<file path="src/rtl/cnn_bias_act_pkg.sv">
// Shared CNN core parameters and state encoding for the bias/activation stage.
package cnn_bias_act_pkg;

  localparam int OX       = 4;
  localparam int OY       = 4;
  localparam int DATA_LEN = 20;
  localparam int B_LEN    = 8;
  localparam int OUT_LEN  = 8;

  localparam int N_ELEM = OX * OY;
  localparam int CNT_W  = (N_ELEM > 1) ? $clog2(N_ELEM) : 1;

  typedef enum logic [1:0] {
    ST_IDLE = 2'd0,
    ST_RUN  = 2'd1,
    ST_DONE = 2'd2
  } state_e;

endpackage

</file>
<file path="src/rtl/cnn_bias_relu_sat.sv">
// One-element bias add, optional ReLU and signed saturation (combinational).
// ReLU clamping of negative sums is enabled by defining CNN_RELU_EN.
module cnn_bias_relu_sat
  import cnn_bias_act_pkg::*;
(
  input  logic [DATA_LEN-1:0] acc,
  input  logic [B_LEN-1:0]    bias,
  output logic [OUT_LEN-1:0]  out
);

  localparam logic signed [DATA_LEN:0] SAT_MAX = (DATA_LEN+1)'((2 ** (OUT_LEN - 1)) - 1);
  localparam logic signed [DATA_LEN:0] SAT_MIN = -SAT_MAX - (DATA_LEN+1)'(1);

  logic signed [DATA_LEN:0] sum;

  // One guard bit makes the add overflow-free since B_LEN <= DATA_LEN.
  assign sum = $signed({acc[DATA_LEN-1], acc})
             + $signed({{(DATA_LEN + 1 - B_LEN){bias[B_LEN-1]}}, bias});

  always_comb begin
    out = sum[OUT_LEN-1:0];
    if (sum > SAT_MAX) begin
      out = SAT_MAX[OUT_LEN-1:0];
    end
`ifdef CNN_RELU_EN
    else if (sum < 0) begin
      out = '0;
    end
`else
    else if (sum < SAT_MIN) begin
      out = SAT_MIN[OUT_LEN-1:0];
    end
`endif
  end

endmodule

</file>
<file path="src/rtl/cnn_bias_act.sv">
// Bias + activation stage: captures one output-channel map, processes one element per
// cycle through a shared cnn_bias_relu_sat, and hands the packed map out under valid/ready.
module cnn_bias_act
  import cnn_bias_act_pkg::*;
(
  input  logic                         clk,
  input  logic                         reset_n,
  input  logic                         i_soft_reset,
  input  logic                         i_in_valid,
  input  logic [OX*OY*DATA_LEN-1:0]    i_in_ci_acc,
  input  logic [B_LEN-1:0]             i_bias,
  output logic                         o_in_ready,
  output logic                         o_ot_valid,
  input  logic                         i_ot_ready,
  output logic [OX*OY*OUT_LEN-1:0]     o_ot_fmap,
  output logic                         o_drop
);

  localparam logic [CNT_W-1:0] CNT_LAST = CNT_W'(N_ELEM - 1);

  state_e                      state_q, state_d;
  logic [CNT_W-1:0]            cnt_q, cnt_d;
  logic [OX*OY*DATA_LEN-1:0]   acc_q, acc_d;
  logic [B_LEN-1:0]            bias_q, bias_d;
  logic [OX*OY*OUT_LEN-1:0]    fmap_q, fmap_d;
  logic                        drop_q, drop_d;
  logic                        in_ready_q, in_ready_d;
  logic                        ot_valid_q, ot_valid_d;
  logic [DATA_LEN-1:0]         acc_sel;
  logic [OUT_LEN-1:0]          elem_res;

  assign acc_sel = acc_q[cnt_q*DATA_LEN +: DATA_LEN];

  cnn_bias_relu_sat u_relu_sat (
    .acc  (acc_sel),
    .bias (bias_q),
    .out  (elem_res)
  );

  always_ff @(posedge clk or negedge reset_n) begin
    if (!reset_n) begin
      state_q <= ST_IDLE;
    end else begin
      state_q <= state_d;
    end
  end

  always_comb begin
    state_d = state_q;
    if (i_soft_reset) begin
      state_d = ST_IDLE;
    end else begin
      case (state_q)
        ST_IDLE: if (i_in_valid) state_d = ST_RUN;
        ST_RUN:  if (cnt_q == CNT_LAST) state_d = ST_DONE;
        ST_DONE: if (i_ot_ready) state_d = ST_IDLE;
        default: state_d = ST_IDLE;
      endcase
    end
  end

  always_comb begin
    cnt_d      = cnt_q;
    acc_d      = acc_q;
    bias_d     = bias_q;
    fmap_d     = fmap_q;
    drop_d     = drop_q;
    // Handshake flags are registered decodes of the next state, so no comb path from i_ot_ready.
    in_ready_d = (state_d == ST_IDLE);
    ot_valid_d = (state_d == ST_DONE);
    if (i_soft_reset) begin
      cnt_d  = '0;
      acc_d  = '0;
      bias_d = '0;
      fmap_d = '0;
      drop_d = 1'b0;
    end else begin
      if (i_in_valid && !in_ready_q) begin
        drop_d = 1'b1;
      end
      case (state_q)
        ST_IDLE: begin
          if (i_in_valid) begin
            acc_d  = i_in_ci_acc;
            bias_d = i_bias;
            cnt_d  = '0;
          end
        end
        ST_RUN: begin
          fmap_d[cnt_q*OUT_LEN +: OUT_LEN] = elem_res;
          cnt_d = (cnt_q == CNT_LAST) ? '0 : cnt_q + CNT_W'(1);
        end
        default: ;
      endcase
    end
  end

  always_ff @(posedge clk or negedge reset_n) begin
    if (!reset_n) begin
      cnt_q      <= '0;
      acc_q      <= '0;
      bias_q     <= '0;
      fmap_q     <= '0;
      drop_q     <= 1'b0;
      in_ready_q <= 1'b1;
      ot_valid_q <= 1'b0;
    end else begin
      cnt_q      <= cnt_d;
      acc_q      <= acc_d;
      bias_q     <= bias_d;
      fmap_q     <= fmap_d;
      drop_q     <= drop_d;
      in_ready_q <= in_ready_d;
      ot_valid_q <= ot_valid_d;
    end
  end

  assign o_in_ready = in_ready_q;
  assign o_ot_valid = ot_valid_q;
  assign o_ot_fmap  = fmap_q;
  assign o_drop     = drop_q;

endmodule

</file>
<file path="config.mk">
export PLATFORM = sky130hd
export DESIGN_NAME = cnn_bias_act
export DESIGN_NICKNAME = d
export VERILOG_FILES = /design/src/rtl/cnn_bias_act_pkg.sv /design/src/rtl/cnn_bias_relu_sat.sv /design/src/rtl/cnn_bias_act.sv
export SDC_FILE = /design/constraint.sdc
export NUM_CORES = 1
export LEC_CHECK = 0
export CAP_MARGIN = 25
export CELL_PAD_IN_SITES_DETAIL_PLACEMENT = 0
export CELL_PAD_IN_SITES_GLOBAL_PLACEMENT = 1
export CORE_ASPECT_RATIO = 2
export CORE_MARGIN = 2
export CORE_UTILIZATION = 44
export DETAILED_ROUTE_END_ITERATION = 10
export PLACE_DENSITY_LB_ADDON = 0.1
export SLEW_MARGIN = 20
export SYNTH_ARGS = -nofsm -noshare
export SYNTH_HDL_FRONTEND = slang
export SYNTH_SLANG_ARGS = --single-unit
</file>
<file path="constraint.sdc">
create_clock -name clk -period 11.2 [get_ports clk]
set_input_delay 1.68 -clock clk [delete_from_list [all_inputs] [get_ports clk]]
set_output_delay 1.68 -clock clk [all_outputs]
set_load 0.02 [all_outputs]
</file>
==> results.py <==
metrics = {
    "place": {
        "dpl-instance-area_sq_um": 25900,
        "dp_slack_ps": 5000,
        "gpl.final_weighted_congestion": 0.912,
        "portBuffers": 463,
        "post_dp_hpwl_mm": 51.0,
    },
    "sta": {
        "finalSetupViolCount": 0,
        "finalWorstPathRequiredPeriod_ps": 6230,
        "rsz_0062_raised_after_global_routing": "no",
        "worst_clock_skew_ps": 12.8,
        "post-route-worst-setup-slack_ps": 4970,
        "drv_slew": 0,
        "clock.fmax_mhz": 160,
        "hold-worst-slack_ps": 485,
        "max_slew.worst_pin.slew_ps": 1130,
        "min_period_over_period_pct": 55.7,
        "aggregate_negative_setup_slack_ps": 0,
        "timing.slew.headroom_pct": 24.8,
        "final_hold_viol_count": 0,
    },
    "setup_path": {
        "worst_ep_arrival_time_ps": 6680,
        "criticalPathCategory": "register to register",
        "timing.critical_path.to_type": "register",
        "startpoint": "cnt_q[1]",
        "setup.reg_to_reg.worst_slack_ps": 4970,
        "timing.critical_path.slowest_stage_cell": "sky130_fd_sc_hd__and4_1",
        "critical_path.n_buffers_inverters": 3,
        "cpLargestDelayFamily": "compound AO/OA/AOI/OAI gates",
        "r2r-start": "cnt_q[1]",
        "start_kind": "register",
        "crit_path_max_incr_delay_ps": 510,
        "rr_worst_depth": 17,
        "cells_along_the_critical_path": "buf_4 > clkinv_1 > nor2_2 > buf_4 > a221oi_1 > a22oi_1 > nand2_1 > ha_1 > o211a_1 > a211o_1 > nand2_1 > or3_1 > a211oi_1 > o2111a_1 > and4_1 > o211ai_2 > a22o_2",
        "crit-reg2reg-capture": "o_ot_fmap[5]",
        "cp.required_ps": 11650,
        "critPathMaxFanout": 41,
    },
    "clock_tree": {
        "cts_hold_buf": 0,
        "clk_transition_reported_paths_ps": 70,
        "ctsRootBufferMaster": "sky130_fd_sc_hd__clkbuf_16",
        "clk-insertion-delay-late_ps": 560,
        "cts_repair_resize_count": 0,
        "cts_tree": "yes",
        "cts.repair_timing.setup_buffer_count": 0,
        "clock_tree.htree_level_count": 2,
        "clock_sink_count": 465,
        "cts-buffers-inserted": 43,
        "maximum_buffer_depth_of_the_clock_tree": 3,
    },
    "die": {
        "core-area_sq_um": 47200,
        "width_of_the_die_um": 158,
        "die-area_sq_um": 49300,
        "die_h_um": 312,
        "initial_utilization_pct": 44.2,
        "placementRows": 113,
        "top_level_i_o_count": 464,
    },
    "synthesis": {
        "synth-seq-area-share_pct": 55.7,
        "synthXorXnorAreaFrac_pct": 0.503,
        "synth.top_cells.by_area": "sky130_fd_sc_hd__dfrtp_1 56%, sky130_fd_sc_hd__a22o_1 17%, sky130_fd_sc_hd__mux4_2 4.3%",
        "netlist-cell-type-count": 76,
        "synth_area_sq_um": 20900,
        "synth_enable_flop_cells": 0,
        "mappedNetlistNets": 2008,
        "async_flop_share_pct": 100,
        "synthAdderAreaFrac_pct": 1.47,
        "synth_cells": 1651,
        "netlist.area_leader.share_pct": 55.6,
        "post_synth_and_or_nand_nor_area_fraction_pct": 5.04,
        "ys_ff_latch": 465,
        "synth_top_flop_cell": "sky130_fd_sc_hd__dfrtp_1",
        "synthesized_area_per_cell_sq_um": 12.6,
        "share_of_cell_area_taken_by_muxes_after_synthesis_pct": 8.10,
        "synth_top_family_by_area": "compound AO/OA/AOI/OAI gates",
        "synth_compound_gate_area_share_pct": 25.6,
        "synth-warning-count": 0,
        "synth_top_area_cell": "sky130_fd_sc_hd__dfrtp_1",
    },
    "layout": {
        "layout.nets": 2400,
        "final_layout_size_suffix_gt1_share_pct": 9.44,
        "finish.instance_area_sq_um": 27500,
        "areaGrowthSynthToFinish_pct": 31.6,
    },
    "power": {
        "power.share.switching_pct": 27.6,
        "power_switching_mw": 1.13,
        "power_density_nw_per_um2": 149,
        "comb_power_share_pct": 17.5,
        "internal_power_mw": 2.96,
        "flop_pwr_share_pct": 44.6,
        "power.leakage_nw": 12.0,
        "power_frac_clock_pct": 38.0,
        "max-vdd-ir-drop_uv": 120,
    },
    "min_path": {
        "hold_path_end": "o_ot_fmap[41]",
        "min_path_cells": 2,
        "holdCritStartpoint": "o_ot_fmap[41]",
        "worstHoldPathType": "register to register",
    },
    "run": {
        "drv_cap": 0,
    },
    "drt": {
        "antenna_left": 0,
        "detail_route.wirelength_mm": 70.9,
        "post_drt_wl_per_cell_um": 26.1,
        "avg_vias_per_cell": 5.97,
        "drc_errors": 0,
        "route.vias.total": 16223,
        "drt_iter0_markers": 1371,
        "drt_pass1_iterations": 7,
    },
    "global_route": {
        "grt_antenna_before_repair": 16,
        "grt_pass1_wl_mm": 105,
        "pin_count_of_the_biggest_net_entering_global_routing": 238,
        "grt_overall_usage_pct": 28.5,
        "gr-total-overflow": 0,
        "first_global_vias": 16166,
    },
    "run_status": {
        "status": "finished, final reports clean",
    },
}
## cells by family (layout without fill, tap and decap cells)
group,Yosys count,count (layout)
buffers and inverters,167,592
DFF,465,465
AOI/OAI and AO/OA,652,652
muxes,119,119
and+or+nand+nor,212,212
other,0,10
adders and majority gates,24,24
xor gates and xnor gates,12,12
## flip-flops by register name, summed over array words and instances (netlist names)
register and flops:
cnt_q 4, bias_q 8, o_ot_fmap 128, o_drop 1, o_ot_valid 1, o_in_ready 1
acc_q 320, state_q 2
## cell usage after synthesis, types with 8 or more instances
cell type	instances
sky130_fd_sc_hd__mux2i_1	79
sky130_fd_sc_hd__nand4_1	12
sky130_fd_sc_hd__buf_1	11
sky130_fd_sc_hd__a22o_1	394
sky130_fd_sc_hd__nand3_1	17
sky130_fd_sc_hd__a21oi_1	45
sky130_fd_sc_hd__o21ai_0	52
sky130_fd_sc_hd__nor2_1	28
sky130_fd_sc_hd__a22oi_1	20
sky130_fd_sc_hd__buf_6	9
sky130_fd_sc_hd__and2_2	9
sky130_fd_sc_hd__a21o_1	13
sky130_fd_sc_hd__a221oi_1	40
sky130_fd_sc_hd__and3_1	8
sky130_fd_sc_hd__nand2_1	87
sky130_fd_sc_hd__o21ai_1	11
sky130_fd_sc_hd__dfrtp_1	464
sky130_fd_sc_hd__ha_1	23
sky130_fd_sc_hd__nor3_1	12
sky130_fd_sc_hd__and2_1	18
sky130_fd_sc_hd__xnor2_1	8
sky130_fd_sc_hd__clkbuf_1	108
sky130_fd_sc_hd__inv_1	24
sky130_fd_sc_hd__mux4_2	40
sky130_fd_sc_hd__a22o_2	20
## power by group through the flow
| stage | logic (mW) | registers [mW] | clock network [mW] |
|---|---|---|---|
| 2_1_floorplan | 0.405 | 1.83 | 0 |
| 3_3_place_gp | 0.709 | 1.85 | 0 |
| 3_5_place_dp | 0.709 | 1.85 | 0 |
| 4_1_cts | 0.713 | 1.82 | 1.58 |
| 5_1_grt | 0.766 | 1.83 | 1.64 |
| 6_report | 0.715 | 1.82 | 1.55 |
## layer usage
metal	wire, um	track usage (%)	vias to the layer above
li1	-	-	7245
met1	29700	39.3	8230
met2	33800	45.2	616
met3	5000	5.53	120
met4	2430	9.97	12
met5	75	0	-
## through the flow
step           cells  total power [mW]  utilization, %
6_report        2718              4.09            58.2
4_1_cts         2705              4.11            58.0
3_5_place_dp    2627              2.56            54.8
3_3_place_gp    2627              2.56            54.8
2_1_floorplan   1651              2.24               -
5_1_grt         2717              4.23            58.2
## cell type report
type                            instances  area, sq um
Fill cell                            4019        19700
Sequential cell                       465        11600
Multi-Input combinational cell       1019         8530
Timing Repair Buffer                  489         4910
Clock buffer                           67         1330
Tap cell                              632          791
Clock inverter                         11          154
Inverter                               25         93.8
Antenna cell                           10         25.0
## layout by cell type, fill, tap and decap left out, types with 6 or more instances in the layout
| cell type | n |
|---|---|
| sky130_fd_sc_hd__a21o_1 | 13 |
| sky130_fd_sc_hd__a21oi_1 | 44 |
| sky130_fd_sc_hd__a221oi_1 | 40 |
| sky130_fd_sc_hd__a22o_1 | 394 |
| sky130_fd_sc_hd__a22o_2 | 20 |
| sky130_fd_sc_hd__a22oi_1 | 20 |
| sky130_fd_sc_hd__and2_1 | 18 |
| sky130_fd_sc_hd__and2_2 | 9 |
| sky130_fd_sc_hd__and3_1 | 8 |
| sky130_fd_sc_hd__buf_4 | 21 |
| sky130_fd_sc_hd__clkbuf_1 | 10 |
| sky130_fd_sc_hd__clkbuf_16 | 45 |
| sky130_fd_sc_hd__clkbuf_8 | 12 |
| sky130_fd_sc_hd__clkdlybuf4s50_1 | 462 |
| sky130_fd_sc_hd__dfrtp_1 | 462 |
| sky130_fd_sc_hd__diode_2 | 10 |
| sky130_fd_sc_hd__ha_1 | 23 |
| sky130_fd_sc_hd__inv_1 | 24 |
| sky130_fd_sc_hd__mux2i_1 | 79 |
| sky130_fd_sc_hd__mux4_2 | 40 |
| sky130_fd_sc_hd__nand2_1 | 87 |
| sky130_fd_sc_hd__nand3_1 | 17 |
| sky130_fd_sc_hd__nand4_1 | 12 |
| sky130_fd_sc_hd__nor2_1 | 25 |
| sky130_fd_sc_hd__nor3_1 | 12 |
| sky130_fd_sc_hd__o211ai_1 | 6 |
| sky130_fd_sc_hd__o21ai_0 | 52 |
| sky130_fd_sc_hd__o21ai_1 | 11 |
| sky130_fd_sc_hd__xnor2_1 | 8 |
## worst register-to-register path, delay by kind of cell, from the launching register on
kind                     cells  cell delay, ps
flip-flops                   1             340
buffers and inverters        3            1360
AO/OA/AOI/OAI                8            2400
adder cells (fa/ha/maj)      1             370
AND/OR/NAND/NOR              5            1640
## how the worst max path moves through the flow
stage                          to  slack (ps)  depth (start not counted)
finish               o_ot_fmap[5]        4970                         17
global route        o_ot_fmap[51]        4650                         17
CTS                  o_ot_fmap[5]        4990                         17
detailed placement  o_ot_fmap[29]        5000                         17
global placement     o_ot_fmap[8]        5100                         17
floorplan           o_ot_fmap[64]        6250                         20
Power figures use the tool's default switching activity.
